$ cat src/rtl/vram_write_port.sv
// vram_write_port: CPU register file feeding tile/attribute/palette write ports with auto-increment pointer and fill engine
module vram_write_port (
   input  logic        clk,
   input  logic        rst,
   input  logic [2:0]  cpu_reg_sel,
   input  logic [7:0]  cpu_data_in,
   input  logic        cpu_write_strobe,
   output logic [7:0]  cpu_data_out,
   output logic [10:0] tile_memory_write_addr,
   output logic [7:0]  tile_memory_write_data,
   output logic        tile_memory_write_enable,
   output logic [11:0] attribute_memory_write_addr,
   output logic [7:0]  attribute_memory_write_data,
   output logic        attribute_memory_write_enable,
   output logic [3:0]  color_memory_write_addr,
   output logic [7:0]  color_memory_write_data,
   output logic        color_memory_write_enable
);
   typedef enum logic [1:0] {IDLE, WRITE, FILL} state_t;
   state_t      state_q, state_d;
   logic [15:0] ptr_q, ptr_d;
   logic [7:0]  inc_q, inc_d, fill_val_q, fill_val_d, count_q, count_d, data_rb_q, data_rb_d;
   logic        strobe_q, strobe_d;
   logic [10:0] tile_addr_q, tile_addr_d;
   logic [7:0]  tile_data_q, tile_data_d;
   logic        tile_en_q, tile_en_d;
   logic [11:0] attr_addr_q, attr_addr_d;
   logic [7:0]  attr_data_q, attr_data_d;
   logic        attr_en_q, attr_en_d;
   logic [3:0]  color_addr_q, color_addr_d;
   logic [7:0]  color_data_q, color_data_d;
   logic        color_en_q, color_en_d;
   logic        reg_wr, wr_go, tile_hit, attr_hit, color_hit;
   logic [7:0]  wr_data;

   // Register writes (only when idle, on a strobe rising edge), write sequencing and pointer advance
   always_comb begin
      state_d    = state_q;
      ptr_d      = ptr_q;
      inc_d      = inc_q;
      fill_val_d = fill_val_q;
      count_d    = count_q;
      data_rb_d  = data_rb_q;
      strobe_d   = cpu_write_strobe;
      wr_go      = 1'b0;
      wr_data    = fill_val_q;
      reg_wr     = cpu_write_strobe && !strobe_q && state_q == IDLE;
      if (reg_wr) begin
         case (cpu_reg_sel)
            3'd0: ptr_d[7:0] = cpu_data_in;
            3'd1: ptr_d[15:8] = cpu_data_in;
            3'd2: begin
               wr_go     = 1'b1;
               wr_data   = cpu_data_in;
               data_rb_d = cpu_data_in;
               state_d   = WRITE;
            end
            3'd3: inc_d = cpu_data_in;
            3'd4: fill_val_d = cpu_data_in;
            3'd5: if (cpu_data_in != 8'd0) begin
               wr_go   = 1'b1;
               count_d = cpu_data_in - 8'd1;
               state_d = FILL;
            end
            default: ;
         endcase
      end else if (state_q == WRITE) begin
         state_d = IDLE;
      end else if (state_q == FILL) begin
         if (count_q != 8'd0) begin
            wr_go   = 1'b1;
            count_d = count_q - 8'd1;
         end else begin
            state_d = IDLE;
         end
      end
      if (wr_go) ptr_d = ptr_q + {8'h00, inc_q};
   end

   // Route a write to at most one memory; address/data hold while that memory is not written
   always_comb begin
      tile_hit     = wr_go && ptr_q[15:11] == 5'd0;
      attr_hit     = wr_go && ptr_q[15:12] == 4'h1;
      color_hit    = wr_go && ptr_q[15:4] == 12'h200;
      tile_en_d    = tile_hit;
      tile_addr_d  = tile_hit ? ptr_q[10:0] : tile_addr_q;
      tile_data_d  = tile_hit ? wr_data : tile_data_q;
      attr_en_d    = attr_hit;
      attr_addr_d  = attr_hit ? ptr_q[11:0] : attr_addr_q;
      attr_data_d  = attr_hit ? wr_data : attr_data_q;
      color_en_d   = color_hit;
      color_addr_d = color_hit ? ptr_q[3:0] : color_addr_q;
      color_data_d = color_hit ? wr_data : color_data_q;
   end

   // Combinational readback of the selected register
   always_comb begin
      cpu_data_out = 8'h00;
      case (cpu_reg_sel)
         3'd0: cpu_data_out = ptr_q[7:0];
         3'd1: cpu_data_out = ptr_q[15:8];
         3'd2: cpu_data_out = data_rb_q;
         3'd3: cpu_data_out = inc_q;
         3'd4: cpu_data_out = fill_val_q;
         3'd5: cpu_data_out = count_q;
         3'd6: cpu_data_out = {7'd0, state_q != IDLE};
         default: ;
      endcase
   end

   // State registers; reset aborts any fill and drops enables immediately
   always_ff @(posedge clk or negedge rst) begin
      if (!rst) begin
         state_q      <= IDLE;
         ptr_q        <= 16'h0000;
         inc_q        <= 8'd1;
         fill_val_q   <= 8'h00;
         count_q      <= 8'h00;
         data_rb_q    <= 8'h00;
         strobe_q     <= 1'b0;
         tile_addr_q  <= '0;
         tile_data_q  <= '0;
         tile_en_q    <= 1'b0;
         attr_addr_q  <= '0;
         attr_data_q  <= '0;
         attr_en_q    <= 1'b0;
         color_addr_q <= '0;
         color_data_q <= '0;
         color_en_q   <= 1'b0;
      end else begin
         state_q      <= state_d;
         ptr_q        <= ptr_d;
         inc_q        <= inc_d;
         fill_val_q   <= fill_val_d;
         count_q      <= count_d;
         data_rb_q    <= data_rb_d;
         strobe_q     <= strobe_d;
         tile_addr_q  <= tile_addr_d;
         tile_data_q  <= tile_data_d;
         tile_en_q    <= tile_en_d;
         attr_addr_q  <= attr_addr_d;
         attr_data_q  <= attr_data_d;
         attr_en_q    <= attr_en_d;
         color_addr_q <= color_addr_d;
         color_data_q <= color_data_d;
         color_en_q   <= color_en_d;
      end
   end

   assign tile_memory_write_addr        = tile_addr_q;
   assign tile_memory_write_data        = tile_data_q;
   assign tile_memory_write_enable      = tile_en_q;
   assign attribute_memory_write_addr   = attr_addr_q;
   assign attribute_memory_write_data   = attr_data_q;
   assign attribute_memory_write_enable = attr_en_q;
   assign color_memory_write_addr       = color_addr_q;
   assign color_memory_write_data       = color_data_q;
   assign color_memory_write_enable     = color_en_q;
endmodule

$ cat config.mk
export PLATFORM = sky130hd
export DESIGN_NAME = vram_write_port
export DESIGN_NICKNAME = d
export VERILOG_FILES = /design/src/rtl/vram_write_port.sv
export SDC_FILE = /design/constraint.sdc
export NUM_CORES = 1
export LEC_CHECK = 0
export CAP_MARGIN = 40
export CORE_ASPECT_RATIO = 1.2
export CORE_MARGIN = 2
export CORE_UTILIZATION = 55
export CTS_CLUSTER_DIAMETER = 60
export DETAILED_ROUTE_END_ITERATION = 7
export GPL_ROUTABILITY_DRIVEN = 0
export PLACE_DENSITY = 0.84
export SLEW_MARGIN = 15
export SYNTH_ARGS = -nofsm -noshare
export SYNTH_HDL_FRONTEND = slang
export SYNTH_SLANG_ARGS = --single-unit
$ cat constraint.sdc
create_clock -name clk -period 2.9 [get_ports clk]
set_clock_uncertainty 0.15 [all_clocks]
set_input_delay 0.435 -clock clk [delete_from_list [all_inputs] [get_ports clk]]
set_output_delay 0.435 -clock clk [all_outputs]
set_load 0.005 [all_outputs]
Yosys cells after proc, flatten, opt, wreduce, memory -nomap -nowiden. Index checks and enable logic that the tools add are counted.

$add $sub $neg: 3. Equal/unequal tests: 16. Mux-type cells: 25. Reductions and logical operators: 25.

Operator list (count): $mux 8 (10); $pmux 8 s7 (1); $mux 16 (2); $add 16x8->16 (1); $reduce_bool 8->1 (2); $sub 8x1->8 const B (2); $eq 12x10->1 const B (1); $reduce_bool 2->1 (6); $mux 2 (5); $reduce_and 2->1 (5); $eq 3x3->1 const B (3); $eq 3x2->1 const B (2); $ne 3x3->1 const B (2); $logic_and 1x1->1 (5); $logic_not 5->1 (1); $mux 1 (5); $reduce_and 5->1 (1); $eq 4x1->1 const B (1); $ne 2x1->1 const B (2); $pmux 2 s2 (1); $reduce_and 4->1 (1); $eq 3x1->1 const B (1); $logic_not 3->1 (1); $ne 3x1->1 const B (1); 7 further kinds (7).

Register bits after elaboration: 105. Input bits: 14. Output and inout port bits: 62. Word-level logic and storage cells: 86.

Longest topological paths before layout. Gate-level depths: netlist (run 1).

Depth in word-level cells: 7. Mapped depth: 9. Depth with buffers taken out: 7.

Least setup slack after synthesis (run 1). No wires, ideal clock.

Path type: input to register. Start point: in cpu_data_in[4]. End point: reg ptr_q[2]. Library setup time: 125 ps. Arrival time: 2326 ps. Required time: 2625 ps. Setup slack: 299 ps. Cell stages on the path: 7. Buffers on the path: 2. Cells stage by stage: buf_2 > or4_4 > o311ai_4 > nand3_4 > buf_6 > mux2_1 > mux2_2.

Cells in the longest elaborated chain, start to end: 6. Elaborated cells on any way between the ends: 8. Classes of those cells: 4 x mux; 4 x reduce/logical.

Ends and longest elaborated chain: start: declaration (RTL line 6) `input logic [7:0] cpu_data_in,`; $reduce_bool 8->1 (*) (RTL line 60) `3'd5: if (cpu_data_in != 8'd0) begin`; $mux 1 (*) (RTL line 60); $pmux 1 s2 (*) (RTL line 49) `case (cpu_reg_sel)`; $mux 1 (*) (RTL line 48) `if (reg_wr) begin`; $reduce_bool 2->1 (no line); $reduce_and 2->1 (no line); end signal: assignment (RTL line 132) `ptr_q <= ptr_d;`; end: declaration (RTL line 21) `logic [15:0] ptr_q, ptr_d;`.

Mark *: on every way between the ends. The rest lies on a longest branch, timed or not. A chain may end at the register's enable or synchronous reset.

Worst setup path after layout (run 1).
Start point: in cpu_reg_sel[0]. End point: out cpu_data_out[5].

Cells in the longest elaborated chain, start to end: 2. Elaborated cells on any way between the ends: 8. Classes of those cells: 6 x eq/ne; 1 x mux; 1 x reduce/logical.

Ends and longest elaborated chain: start: declaration (RTL line 5) `input logic [2:0] cpu_reg_sel,`; $eq 3x3->1 (tied with other cells) (RTL line 99) `case (cpu_reg_sel)`; $pmux 8 s7 (*) (RTL line 99); end: declaration (RTL line 8) `output logic [7:0] cpu_data_out,`.

Marked as above.

==> impl_results.md, run 1 <==
- Sw Share: 24.2%
- Syn avg cell area: 10.7 um2
- IO Pins: 76
- Critical Path RT: 2.32 ns
- Critical path arrival: 2.31 ns
- CP endpoint kind: primary output
- Number of antenna diodes: 0
- Design Area, Final: 0.00714 mm2
- Area of the die: 0.0108 mm2
- Clk sink count: 105
- Synth area leader: dfrtp_1
- Clock power share: 41.4%
- Die Span X: 95.2 um
- Type of the worst setup path: primary input to primary output
- Gr ovfl total: 0
- Reg clk slew, reported paths: 0.07 ns
- VDD IR-drop max: 0.000336 V
- Post-route ant nets: 0
- Worst hold path class: register to register
- Tmin final: 2.89 ns
- Global-route wire length before repair: 25700 um
- Commonest non-fill, non-tap cells in the layout: dfrtp_1 (104), clkdlybuf4s50_1 (73), nand2_1 (58)
- Max Freq: 0.346 GHz
- Post-synthesis sequential area ratio: 47.9%
- DRT Pass-1 Iters: 6
- Worst path max stage delay: 0.56 ns
- CP cell instances: clkdlybuf4s50_1 > buf_12 > inv_1 > buf_4 > nor2_1 > a21oi_1 > o22ai_1 > clkdlybuf4s50_1
- CTS buffer count: 9
- Max Cap Violations: 0
- Delay-heaviest family, CP: buffers and inverters
- PD cells: 419 mW/mm2
- WP buf/inv: 5
- Post-synth ARST share: 100%
- Design Power: 0.00299 W
- GRT Overall Usage: 31.4%
- Worst path slowest cell: clkdlybuf4s50_1
- Final period util: 99.7%
- CP Launch Type: primary input
- Row count: 39
- Crit path top cell by count: clkdlybuf4s50_1
- Core area: 0.00961 mm2
- Clock Tree Buf Depth: 2
- Hold Fails Final Rpt: 0
- Dpl hpwl: 11400 um
- CTS tree: yes
- Mapped cell area: 0.00549 mm2
- Total negative slack: 0 ns
- Area of the multi-input gates: 0.00273 mm2
- Synth Warn #: 0
- Initial detailed-routing violation count: 534
- Share of Yosys cell area claimed by the top area cell type: 47.4%
- Fin nets: 657
- Area grow syn2layout: 30.1%
- Slew of the pin with the lowest slew margin: 0.553 ns
- DP Area: 0.00681 mm2
- Synth cell types: 69
- Most common cell after layout, fill and taps aside: dfrtp_1
- Cell total after placement: 744
- Slew margin rel.: 63.1%
- Pin count of the biggest net entering global routing: 64
- DR WL/cell: 21.7 um
- Crit Path Max Fanout: 13
- P_int: 0.00227 W
- Cells after synthesis: 513
- Initial antenna violation count: 0
- Via count: 4928
- Drt total wl: 16600 um
- Reg area: 0.00263 mm2
- Core Util, Final: 74.3%
- Fill cells: 631
- Slew Viols, Final: 0
- Non-Filler Instances: 761
- Die H: 113 um
- Buffers on Ports: 75
- EDFF count, synth: 0
- Vias in the first global route: 4959
- Initial core utilization: 57.1%
- Combinational power share: 7.9%
- Seq cells post-synth: 105
- Skew-Pair Late Insertion Delay: 0.35 ns
- RSZ-0062 raised after global routing: false
- Status: finished clean
- # DRC: 0
- Endpoints failing setup: 0
- Reg power frac: 50.8%
- Pleak: 3.35 nW
- H-tree depth: 3
- Root Buffer: clkbuf_16
- Sw power: 0.000725 W
- Fraction of layout cells with a size suffix above 1: 24.6%
- Top post-synthesis cells by area: dfrtp_1 (47%), mux2_2 (11%), nand2_1 (4.0%)
- Ys flop type: dfrtp_1
- Post-Syn Nets: 537
- Vias per cell: 6.48
[flip-flops by register name, indices dropped and copies added, names as in the netlist, 8 cells and up]
signal,flops
attribute_memory_write_data,8
count_q,8
ptr_q,16
inc_q,8
data_rb_q,8
attribute_memory_write_addr,12
color_memory_write_data,8
tile_memory_write_addr,11
tile_memory_write_data,8
fill_val_q,8
[metrics by stage]
step / hold WS, ns / setup WS (ns)
floorplan: -0.0106 / 0.299
global placement: 0.300 / -0.137
detailed placement: 0.311 / -0.175
CTS: 0.335 / 0.0304
global route: 0.374 / 0.00470
finish: 0.338 / 0.00770
[synth_stat cells, types with 8 or more instances]
cell type / n
dfrtp_1: 104
nand2_1: 58
mux2_2: 56
nor2_1: 30
o21ai_0: 30
a21oi_1: 28
mux2i_1: 18
nor3_1: 16
clkbuf_1: 14
a21o_1: 10
buf_2: 9
ha_1: 9
inv_1: 8
[path summary, 6_finish.rpt]
kind                                startpoint                         end  slack [ns]  depth (start not counted)
worst max-delay path            cpu_reg_sel[0]             cpu_data_out[5]       0.008                          8
worst min-delay path              data_rb_q[2]                data_rb_q[2]        0.34                          2
worst max register to register      state_q[1]  color_memory_write_data[0]        0.16                          9
worst min register to register    data_rb_q[2]                data_rb_q[2]        0.34                          2
max in group asynchronous                  rst                  count_q[3]        1.39                          3
min in group asynchronous                  rst   tile_memory_write_addr[5]        0.48                          2
[final cells by class]
| cell class | count | area share (%) |
|---|---|---|
| Tap cell | 123 | 2.16 |
| Multi-Input combinational cell | 371 | 38.2 |
| Inverter | 8 | 0.421 |
| Sequential cell | 105 | 36.8 |
| Clock inverter | 7 | 1.07 |
| Timing Repair Buffer | 138 | 18.2 |
| Clock buffer | 9 | 3.15 |
[layer usage]
| layer | vias to the layer above | track usage, % | routed length, um |
|---|---|---|---|
| met5 | - | 0 | 0 |
| met2 | 313 | 49.7 | 8010 |
| met1 | 2394 | 40.3 | 6190 |
| met3 | 84 | 6.61 | 1390 |
| met4 | 0 | 17.0 | 965 |
| li1 | 2137 | - | - |
[kinds of logic after synthesis]
kind of cell             synth area share (%)
AO/OA/AOI/OAI                            15.9
XOR/XNOR                                0.958
adder cells (fa/ha/maj)                  2.42
buffers and inverters                    3.01
flip-flops                               47.9
multiplexers                             16.0
AND/OR/NAND/NOR                          13.8
[worst reg2reg max path: stages, from the launching register on]
cell	delay (ns)
dfrtp_1	0.45
or4b_1	0.62
buf_4	0.20
nor3_2	0.19
buf_4	0.17
buf_4	0.13
o31ai_2	0.09
buf_4	0.18
buf_4	0.19
o21ai_0	0.27
[power by group through the flow]
stage | Clock [W] | Sequential, W | Combinational (W)
5_1_grt | 0.00132 | 0.00152 | 0.000252
3_5_place_dp | 0 | 0.00154 | 0.000226
4_1_cts | 0.00125 | 0.00152 | 0.000230
2_1_floorplan | 0 | 0.00153 | 0.0000968
3_3_place_gp | 0 | 0.00154 | 0.000219
6_report | 0.00124 | 0.00152 | 0.000236
[repair_timing]
item,CTS,global route
endpoints found under the setup margin,0,6
gates resized for setup,0,5
hold endpoints to repair,41,0
hold buffers,1,0
buffers inserted,0,0
Note: power is estimated with default switching activity, not from simulation.
==> run 2: changes to the inputs <==
--- a/config.mk
+++ b/config.mk
@@ -13,6 +13,7 @@
 export DETAILED_ROUTE_END_ITERATION = 7
 export GPL_ROUTABILITY_DRIVEN = 0
 export PLACE_DENSITY = 0.84
+export SETUP_SLACK_MARGIN = 0.1
 export SLEW_MARGIN = 15
 export SYNTH_ARGS = -nofsm -noshare
 export SYNTH_HDL_FRONTEND = slang
==> run 2 against run 1 <==
Compared with the run above: critical path depth is 1 lower; power is 0.21% higher; highest routed layer unchanged; first-iteration DRC count fell by 14%; routed wire length is 0.95% lower; clock-buffer cell count stayed put; largest power group unchanged; global-route usage up 0.20 points; die area unchanged; sequential cell count is the same; worst hold slack improved by 0.00063 ns; fmax increased by 2.3%; critical path type unchanged; combinational power about the same; register-to-register slack improved by 0.03 ns.
==> impl_results.md, run 2 (same netlist as run 1, synthesis figures left out) <==
- Status: finished clean
- Dpl hpwl: 11400 um
- Slew of the pin with the lowest slew margin: 0.552 ns
- CP Launch Type: primary input
- Crit path top cell by count: clkdlybuf4s50_1
- Commonest non-fill, non-tap cells in the layout: dfrtp_1 (104), clkdlybuf4s50_1 (69), nand2_1 (58)
- Initial detailed-routing violation count: 461
- Max Cap Violations: 0
- Post-route ant nets: 0
- CTS buffer count: 9
- # DRC: 0
- Number of antenna diodes: 0
- Hold Fails Final Rpt: 0
- Sw Share: 24.4%
- VDD IR-drop max: 0.000338 V
- Cell total after placement: 744
- Reg-to-reg startpoint: state_q[1]
- Clk sink count: 105
- Slew margin rel.: 63.2%
- Skew-Pair Late Insertion Delay: 0.35 ns
- Fin nets: 657
- Start point of the critical path: cpu_reg_sel[0]
- Area grow syn2layout: 30.7%
- CTS tree: yes
- Reg clk slew, reported paths: 0.08 ns
- Buffers on Ports: 75
- Clock power share: 41.5%
- Vias in the first global route: 4965
- Sw power: 0.000731 W
- Crit Path Max Fanout: 13
- RSZ-0062 raised after global routing: true
- IO Pins: 76
- Design Area, Final: 0.00717 mm2
- Pin count of the biggest net entering global routing: 64
- Critical path arrival: 2.24 ns
- Tmin final: 2.83 ns
- CP endpoint kind: primary output
- Core area: 0.00961 mm2
- PD cells: 418 mW/mm2
- Max Freq: 0.354 GHz
- Area of the die: 0.0108 mm2
- Reg power frac: 50.6%
- Worst hold path class: register to register
- Global-route wire length before repair: 25800 um
- Setup WS post-layout: 0.0737 ns
- Initial antenna violation count: 0
- Worst path max stage delay: 0.53 ns
- Clock Tree Buf Depth: 2
- Combinational power share: 7.9%
- Drt total wl: 16400 um
- Critical Path RT: 2.32 ns
- Root Buffer: clkbuf_16
- P_int: 0.00227 W
- Worst path slowest cell: clkdlybuf4s50_1
- Endpoints failing setup: 0
- Hold_ws: 0.338 ns
- Die H: 113 um
- Type of the worst setup path: primary input to primary output
- Row count: 39
- CP cell instances: clkdlybuf4s50_1 > buf_12 > inv_1 > nor2_2 > a22oi_2 > o22ai_1 > clkdlybuf4s50_1
- Gr ovfl total: 0
- Non-Filler Instances: 761
- Biggest register: ptr_q
- Most common cell after layout, fill and taps aside: dfrtp_1
- GRT Overall Usage: 31.6%
- Design Power: 0.00300 W
- Vias per cell: 6.45
- Final period util: 97.5%
- Pre-CTS setup slack: -0.175 ns
- DR WL/cell: 21.5 um
- Die Span X: 95.2 um
- Hold wc startpoint: data_rb_q[2]
- DP Area: 0.00681 mm2
- H-tree depth: 3
- Slew Viols, Final: 0
- Max FFs per register: 16
- Fraction of layout cells with a size suffix above 1: 25.2%
- Via count: 4911
- Pleak: 3.40 nW
- DRT Pass-1 Iters: 5
- Initial core utilization: 57.1%
## run 2: changes by cell type in the layout (fill, tap and decap cells not counted), moves of 2 or more
cell,delta
o311ai_1,+2
o311ai_0,-2
clkdlybuf4s50_1,-4
dlymetal6s2s_1,+2
buf_6,+2
buf_4,-2
dlygate4sd2_1,+2
## run 2: worst paths after layout
kind	to	slack (ns)	cells after the start
min	data_rb_q[2]	0.34	2
min in group asynchronous	tile_memory_write_addr[5]	0.48	2
max	cpu_data_out[1]	0.07	7
max reg2reg	ptr_q[1]	0.19	5
max in group asynchronous	fill_val_q[3]	1.40	3
min reg2reg	data_rb_q[2]	0.34	2
## run 2: cell type report
| cell class | instances | area, um2 |
|---|---|---|
| multi-input combinational | 371 | 2750 |
| inverter | 8 | 30.0 |
| clock inverter | 7 | 76.3 |
| fill | 622 | 2440 |
| clock buffer | 9 | 225 |
| sequential | 105 | 2630 |
| tap | 123 | 154 |
| timing repair buffer | 138 | 1310 |
## run 2: critical path, delay by kind of cell
| family | cells | cell delay [ns] |
|---|---|---|
| buf+inv | 4 | 1.29 |
| compound gates | 2 | 0.35 |
| simple gates | 1 | 0.16 |
## run 2: layer usage
layer	wire (um)	GRT usage, %
met2	7930	50.8
met3	1290	5.81
met5	0	0
met1	6230	40.2
met4	950	17.5
## run 2: repair_timing
| item | in CTS | in global routing |
|---|---|---|
| resized for setup | 7 | 12 |
| endpoints found under the hold margin | 41 | 0 |
| pin swaps | 1 | 0 |
| hold buffers | 1 | 0 |
| buffers inserted | 0 | 0 |
| setup endpoints to repair | 7 | 12 |
## run 2: power groups by stage
stage	combinational (W)	sequential [W]	clock (W)
final	0.000236	0.00152	0.00124
after global routing	0.000254	0.00152	0.00132
after CTS	0.000231	0.00152	0.00125
after detailed placement	0.000226	0.00154	0
after global placement	0.000219	0.00154	0
after floorplan	0.0000968	0.00153	0
## run 2: metrics by stage
| step | setup TNS [ns] | utilization, % |
|---|---|---|
| floorplan | 0 | - |
| global placement | -4.95 | 70.8 |
| detailed placement | -6.30 | 70.9 |
| CTS | 0 | 74.3 |
| global route | 0 | 74.6 |
| finish | 0 | 74.6 |
